--- config.mk ---
export PLATFORM = sky130hd
export DESIGN_NAME = spi_ram_sp_flat
export DESIGN_NICKNAME = d
export VERILOG_FILES = /design/src/rtl/spi_ram_sp_if.sv /design/src/rtl/spi_ram_sp.sv /design/src/flat_wrapper.sv
export SDC_FILE = /design/constraint.sdc
export NUM_CORES = 2
export LEC_CHECK = 0
export ABC_AREA = 1
export CAP_MARGIN = 0
export CORE_UTILIZATION = 50
export DETAILED_ROUTE_END_ITERATION = 12
export HOLD_SLACK_MARGIN = 0.15
export MAX_ROUTING_LAYER = met4
export PLACE_DENSITY = 0.69
export SYNTH_ARGS = -nofsm -noshare
export SYNTH_HDL_FRONTEND = slang
export SYNTH_SLANG_ARGS = --single-unit
--- constraint.sdc ---
create_clock -name clk -period 2.8 [get_ports clk]
set_clock_uncertainty 0.05 [all_clocks]
set_input_delay 0.42 -clock clk [delete_from_list [all_inputs] [get_ports clk]]
set_output_delay 0.42 -clock clk [all_outputs]
set_load 0.005 [all_outputs]
--- src/rtl/spi_ram_sp_if.sv ---
// Command/response bus between the SPI slave and the single-port RAM.
// The master side drives command words; the slave side returns read bytes.
interface spi_ram_sp_if #(
  parameter int ADDR_SIZE = 8
);
  logic [ADDR_SIZE+1:0] din;
  logic                 rx_valid;
  logic [7:0]           dout;
  logic                 tx_valid;

  modport master (output din, output rx_valid, input dout, input tx_valid);
  modport slave  (input din, input rx_valid, output dout, output tx_valid);
endinterface

--- src/rtl/spi_ram_sp.sv ---
// Single-port RAM driven by SPI command words {opcode, payload}.
// Tracks independent write/read addresses, optional auto-increment, and a sticky error flag.
module spi_ram_sp #(
  parameter int MEM_DEPTH = 256,
  parameter int ADDR_SIZE = 8,
  parameter int AUTO_INC  = 0
) (
  input  logic             clk,
  input  logic             rst_n,
  spi_ram_sp_if.slave      bus,
  output logic             err,
  input  logic             clr_err
);

  localparam int IDX_W = $clog2(MEM_DEPTH);
  localparam logic [ADDR_SIZE-1:0] ADDR_MASK = ADDR_SIZE'(MEM_DEPTH - 1);

  typedef enum logic [1:0] {
    OP_WR_ADDR = 2'b00,
    OP_WR_DATA = 2'b01,
    OP_RD_ADDR = 2'b10,
    OP_RD_DATA = 2'b11
  } op_e;

  logic [7:0] mem [MEM_DEPTH];

  logic [ADDR_SIZE-1:0] wr_addr_q, wr_addr_d;
  logic [ADDR_SIZE-1:0] rd_addr_q, rd_addr_d;
  logic                 wr_addr_ok_q, wr_addr_ok_d;
  logic                 rd_addr_ok_q, rd_addr_ok_d;
  logic [7:0]           dout_q, dout_d;
  logic                 tx_valid_q, tx_valid_d;
  logic                 err_q, err_d;

  op_e                  op;
  logic [ADDR_SIZE-1:0] payload;
  logic                 addr_oor;
  logic                 mem_we;
  logic                 err_set;

  assign op       = op_e'(bus.din[ADDR_SIZE+1:ADDR_SIZE]);
  assign payload  = bus.din[ADDR_SIZE-1:0];
  // Any payload bit above the memory index range means the address is out of range
  assign addr_oor = (payload & ~ADDR_MASK) != '0;

  always_comb begin
    wr_addr_d    = wr_addr_q;
    rd_addr_d    = rd_addr_q;
    wr_addr_ok_d = wr_addr_ok_q;
    rd_addr_ok_d = rd_addr_ok_q;
    dout_d       = dout_q;
    tx_valid_d   = tx_valid_q;
    mem_we       = 1'b0;
    err_set      = 1'b0;

    if (bus.rx_valid) begin
      tx_valid_d = 1'b0;
      unique case (op)
        OP_WR_ADDR: begin
          wr_addr_d    = payload & ADDR_MASK;
          wr_addr_ok_d = 1'b1;
          err_set      = addr_oor;
        end
        OP_WR_DATA: begin
          if (wr_addr_ok_q) begin
            mem_we = 1'b1;
            if (AUTO_INC != 0) wr_addr_d = (wr_addr_q + ADDR_SIZE'(1)) & ADDR_MASK;
          end else begin
            err_set = 1'b1;
          end
        end
        OP_RD_ADDR: begin
          rd_addr_d    = payload & ADDR_MASK;
          rd_addr_ok_d = 1'b1;
          err_set      = addr_oor;
        end
        OP_RD_DATA: begin
          if (rd_addr_ok_q) begin
            dout_d     = mem[rd_addr_q[IDX_W-1:0]];
            tx_valid_d = 1'b1;
            if (AUTO_INC != 0) rd_addr_d = (rd_addr_q + ADDR_SIZE'(1)) & ADDR_MASK;
            else               rd_addr_ok_d = 1'b0;
          end else begin
            err_set = 1'b1;
          end
        end
        default: ;
      endcase
    end

    // A new error in the same cycle as a clear request keeps the flag set
    if (err_set)      err_d = 1'b1;
    else if (clr_err) err_d = 1'b0;
    else              err_d = err_q;
  end

  always_ff @(posedge clk or negedge rst_n) begin
    if (!rst_n) begin
      wr_addr_q    <= '0;
      rd_addr_q    <= '0;
      wr_addr_ok_q <= 1'b0;
      rd_addr_ok_q <= 1'b0;
      dout_q       <= '0;
      tx_valid_q   <= 1'b0;
      err_q        <= 1'b0;
    end else begin
      wr_addr_q    <= wr_addr_d;
      rd_addr_q    <= rd_addr_d;
      wr_addr_ok_q <= wr_addr_ok_d;
      rd_addr_ok_q <= rd_addr_ok_d;
      dout_q       <= dout_d;
      tx_valid_q   <= tx_valid_d;
      err_q        <= err_d;
    end
  end

  // The array has no reset so stored contents survive rst_n
  always_ff @(posedge clk) begin
    if (mem_we) mem[wr_addr_q[IDX_W-1:0]] <= bus.din[7:0];
  end

  assign bus.dout     = dout_q;
  assign bus.tx_valid = tx_valid_q;
  assign err          = err_q;

endmodule

--- src/flat_wrapper.sv ---
// flat-port wrapper written by rule: the top's interface ports become plain ports
module spi_ram_sp_flat 
#(
  parameter int MEM_DEPTH = 256,
  parameter int ADDR_SIZE = 8,
  parameter int AUTO_INC  = 0
)
  (clk, rst_n, err, clr_err, bus_din, bus_rx_valid, bus_dout, bus_tx_valid);
  spi_ram_sp_if #(.ADDR_SIZE(ADDR_SIZE)) bus_i ();
  input  logic clk;
  input  logic rst_n;
  output logic err;
  input  logic clr_err;
  input wire logic [$bits(bus_i.din)-1:0] bus_din;
  input wire logic [$bits(bus_i.rx_valid)-1:0] bus_rx_valid;
  output wire logic [$bits(bus_i.dout)-1:0] bus_dout;
  output wire logic [$bits(bus_i.tx_valid)-1:0] bus_tx_valid;
  assign bus_i.din = bus_din;
  assign bus_i.rx_valid = bus_rx_valid;
  assign bus_dout = bus_i.dout;
  assign bus_tx_valid = bus_i.tx_valid;
  spi_ram_sp #(.MEM_DEPTH(MEM_DEPTH), .ADDR_SIZE(ADDR_SIZE), .AUTO_INC(AUTO_INC)) u_core (.clk(clk), .rst_n(rst_n), .bus(bus_i), .err(err), .clr_err(clr_err));
endmodule
* Word level (Yosys, flattened, before mapping)
Memories as Yosys holds them, arrays and structs flattened. A register that Yosys moved wholly into a read port is not among the register bits.
Index checks and enable logic that the tools add are counted.
W data, S select, Z words.
** Word-level totals
- Logic and storage cells :: 33
- RAM bits :: 2048
- Bits in registers :: 20
- Output and inout bits :: 10
- Input bits :: 14
- Memories :: 1
** Cells by class
- Equal/unequal tests :: 3
- Reduce and logical (&&, ||, !) cells :: 9
- Muxes and demuxes :: 14
** Memory list
- u_core.mem :: words 256, width 8, rd ports 1, clocked after memory_dff 1, write ports 1, line spi_ram_sp.sv:25 : logic [7:0] mem [MEM_DEPTH];
** Operators with widths (count)
- $mux W1 :: 12
- $reduce_and A2 Y1 :: 3
- $eq A2 B2 Y1 const B :: 2
- $reduce_bool A2 Y1 :: 2
- $pmux W1 S3 :: 1
- $reduce_and A3 Y1 :: 1
- $eq A2 B1 Y1 const B :: 1
- $logic_not A2 Y1 :: 1
- $pmux W1 S2 :: 1
- $reduce_or A2 Y1 :: 1
- $logic_not A1 Y1 :: 1

* Logic depth before layout (Yosys ltp)
- Depth after elaboration :: 5
- Depth in mapped cells :: 15
- Gate-level depth less buffers :: 11

* Worst setup path before layout
No wires, ideal clock.
- Path type :: input -> register
- Start :: in bus_din[8]
- End :: mem u_core.mem[104][0], enable pin
- Buffers on the path :: 1
- Arrival :: 1822 ps
- Slack :: 557 ps
- Required time :: 2380 ps
- Cell stages on the path :: 7
- Cells stage by stage :: inv_1 nor3_1 nand2_1 nor3_1 nand2_1 buf_2 nor2_1
** On the way
- Cells in the longest elaborated chain, start to end :: 5
** RTL lines
- start, declared :: line flat_wrapper.sv:14 : input wire logic [$bits(bus_i.din)-1:0] bus_din;
- $eq A2 B1 Y1 :: line spi_ram_sp.sv:58 : unique case (op)
- $mux W1 :: line spi_ram_sp.sv:58
- $mux W1 :: line spi_ram_sp.sv:56 : if (bus.rx_valid) begin
- $mux W1 :: line spi_ram_sp.sv:119 : if (mem_we) mem[wr_addr_q[IDX_W-1:0]] <= bus.din[7:0];
- $mux W1 (implied by the code) :: line spi_ram_sp.sv:119
- end, declared :: line spi_ram_sp.sv:25
No other way between the ends.

==> key figures <==
Finish
  – Fillers: 12,900
  – Post-route insts no fill: 9,753
  – Register area: 62,200 um^2
  – Most frequent cells in the layout: nand2_1 (2,107), edfxtp_1 (2,048), nand3_1 (2,025)
  – NumNets Final: 7,385
  – P&R area growth vs syn: 16.2%
  – Cell area after layout: 97,700 um^2
  – Footprint of the multi-input gates: 19,400 um^2
  – Layout cells sized above 1: 12.2%
  – Commonest non-fill, non-tap cell in the layout: nand2_1

STA
  – Highest Clock Rate: 357 MHz
  – Fin crit period: 2.80 ns
  – Setup TNS: -0.00229 ns
  – Worst-margin pin slew: 0.743 ns
  – Hold Fails Final Rpt: 0
  – Hold_ws: 0.211 ns
  – Slew headroom: 50.5%
  – Max Transition Viols Final: 0
  – Final setup viols: 1
  – Final period util: 100%
  – Setup ws final: -0.00229 ns

Synth
  – Gate count of the mapped netlist: 7,046
  – Sequential area share after synthesis: 74.0%
  – Largest area contributor in the netlist: edfxtp_1
  – Mean Syn Cell Area: 11.9 um^2
  – Syn_nets: 7,060
  – Largest cells by area after synthesis: edfxtp_1 (73%), nand3_1 (12%), nand2_1 (9.5%), buf_2 (1.6%), nor2_1 (1.2%)
  – Register bit count reported by yosys: 2,076
  – Post-synth top area share: 73.2%
  – Ys Warns: 0
  – Synth unique cells: 18
  – Mapped Area: 84,100 um^2

Floorplan
  – Initial Util: 50.3%
  – Chip width: 412 um
  – Rows: 150
  – Die Y-Extent: 412 um
  – Core area: 167,000 um^2
  – Die area: 170,000 um^2
  – I/O pins: 24

GRT
  – Vias in the first global route: 54,700
  – GRT Total Usage: 27.7%
  – Initial antenna violation count: 6
  – First-pass GRT wire length: 338,000 um
  – Grt total ovfl: 0
  – Maximum number of pins on one net before global-route repair: 121

CTS
  – CTS Sinks: 2,076
  – H-tree depth: 4
  – CTS Buf Count: 199
  – Clock root cell: clkbuf_16
  – Clk slew on worst S/H paths: 0.06 ns
  – CTS tree: built
  – Clk buf depth: 3
  – Clk_lat worst skew: 0.85 ns

Setup path
  – Critical Path End Type: register
  – Worst path arrival time: 3.50 ns
  – Startpoint types: register
  – Crit path max fanout: 33
  – CP Class: reg -> reg
  – Worst reg2reg path depth: 14
  – Crit path required time: 3.50 ns

Detailed routing
  – # DRC: 0
  – Final ANT Viol Nets: 0
  – Initial DRC Count: 8,097
  – DR WL/cell: 23.6 um
  – Drt via density: 5.85
  – Drt first pass iters: 8
  – Drt total wl: 230,000 um
  – Vias: 57,000

Status
  – Status: complete, but fails checks
  – Failing checks: negative setup slack

Place
  – GPL Wtd Cong: 0.942
  – Area after DPL: 90,500 um^2
  – Inst Count DP: 9,353
  – Dpl hpwl: 140,000 um
  – I/O Buffers: 23

Power and ir drop
  – Worst vdd ir: 0.775 mV
  – P_leak: 34.9 nW
  – P_int: 0.0535 W
  – Gate power share: 15.3%
  – Sw Pwr: 0.0196 W
  – Clock share of power: 37.6%
  – Sequential share of power: 47.1%
  – PD cells: 748 nW/um^2
  – Pwr Total: 0.0730 W
  – Switching Share: 26.8%

Hold path
  – Worst hold path cell count: 4
  – Hold crit path type: in -> reg

Job
  – Max-cap violations: 0
## cell usage after synthesis, drive strengths merged
cell type and n:
inv 31, edfxtp 2048, nor3 5, dfrtp 28, nand3 2042, clkbuf 101
o21ai 17, o22ai 1, nand2 2123, buf 382, clkinv 1, nor2 267
## critical path: stages, from the launching register on
cell and delay, ns:
dfrtp_4 0.56, buf_12 0.19, buf_12 0.14, buf_16 0.16
buf_4 0.17, nand2_1 0.05, nand3_1 0.08, nand3_1 0.13
nand3_1 0.11, nand3_1 0.10, nand3_1 0.15, nand3_1 0.27
nand3_1 0.23, nand3_1 0.19, nand2_1 0.06
## sequential cells by signal, indices dropped and copies added (netlist names)
signal	cells
u_core.wr_addr_ok_q	1
u_core.rd_addr_ok_q	1
u_core.mem	2048
u_core.bus.dout	8
u_core.err	1
u_core.bus.tx_valid	1
u_core.rd_addr_q	8
u_core.wr_addr_q	8
## metal layers
layer	global-route usage (%)	routed length, um	vias up
met1	36.5	90400	27700
met2	42.4	107000	3079
met4	11.7	9580	0
met5	-	0	-
li1	-	-	25700
met3	4.92	22300	489
## power groups by stage
stage          clock [W]  sequential (W)  combinational, W
3_3_place_gp           0          0.0351            0.0106
6_report          0.0274          0.0344            0.0112
4_1_cts           0.0277          0.0344            0.0108
2_1_floorplan          0          0.0350           0.00638
3_5_place_dp           0          0.0351            0.0107
5_1_grt           0.0289          0.0344            0.0120
## area by class of cell
class,count,area share (%)
antenna,3,0.00769
tap,2204,2.82
clock inverter,136,1.48
inverter,32,0.168
sequential,2076,63.7
timing repair buffer,606,6.51
timing repair inverter,1,0.0115
multi-input combinational,4455,19.9
clock buffer,240,5.41
## stage by stage
stage	setup WS [ns]	util [%]
global route	-0.00975	58.5
global placement	-0.141	54.2
floorplan	0.557	-
CTS	0.0324	58.3
detailed placement	-0.134	54.2
finish	-0.00229	58.5
## worst paths after layout
check                      slack (ns)                 from                  end
hold reg to reg                  0.42  u_core.wr_addr_ok_q  u_core.wr_addr_ok_q
max in group asynchronous        1.87                rst_n  u_core.rd_addr_q[1]
setup reg to reg               -0.002  u_core.rd_addr_q[0]   u_core.bus.dout[6]
min in group asynchronous        0.46                rst_n           u_core.err
setup / recovery               -0.002  u_core.rd_addr_q[0]   u_core.bus.dout[6]
hold / removal                   0.21           bus_din[8]  u_core.rd_addr_ok_q
## kinds of logic (layout without fill, tap and decap cells)
group,count (synthesis),count (layout),synth area share (%)
flip-flops,2076,2076,74.0
AND/OR/NAND/NOR,4437,4437,22.9
AO/OA/AOI/OAI,18,18,0.109
buffers and inverters,515,1015,3.03
other,0,3,0
## what timing repair did
action                                 4_1_cts  5_1_grt
hold buffers                                10        0
setup endpoints to repair                    0        7
setup buffers                                0        6
endpoints found under the hold margin      490        0
gates resized for setup                      0       32
(Power assumes the default switching activity.)
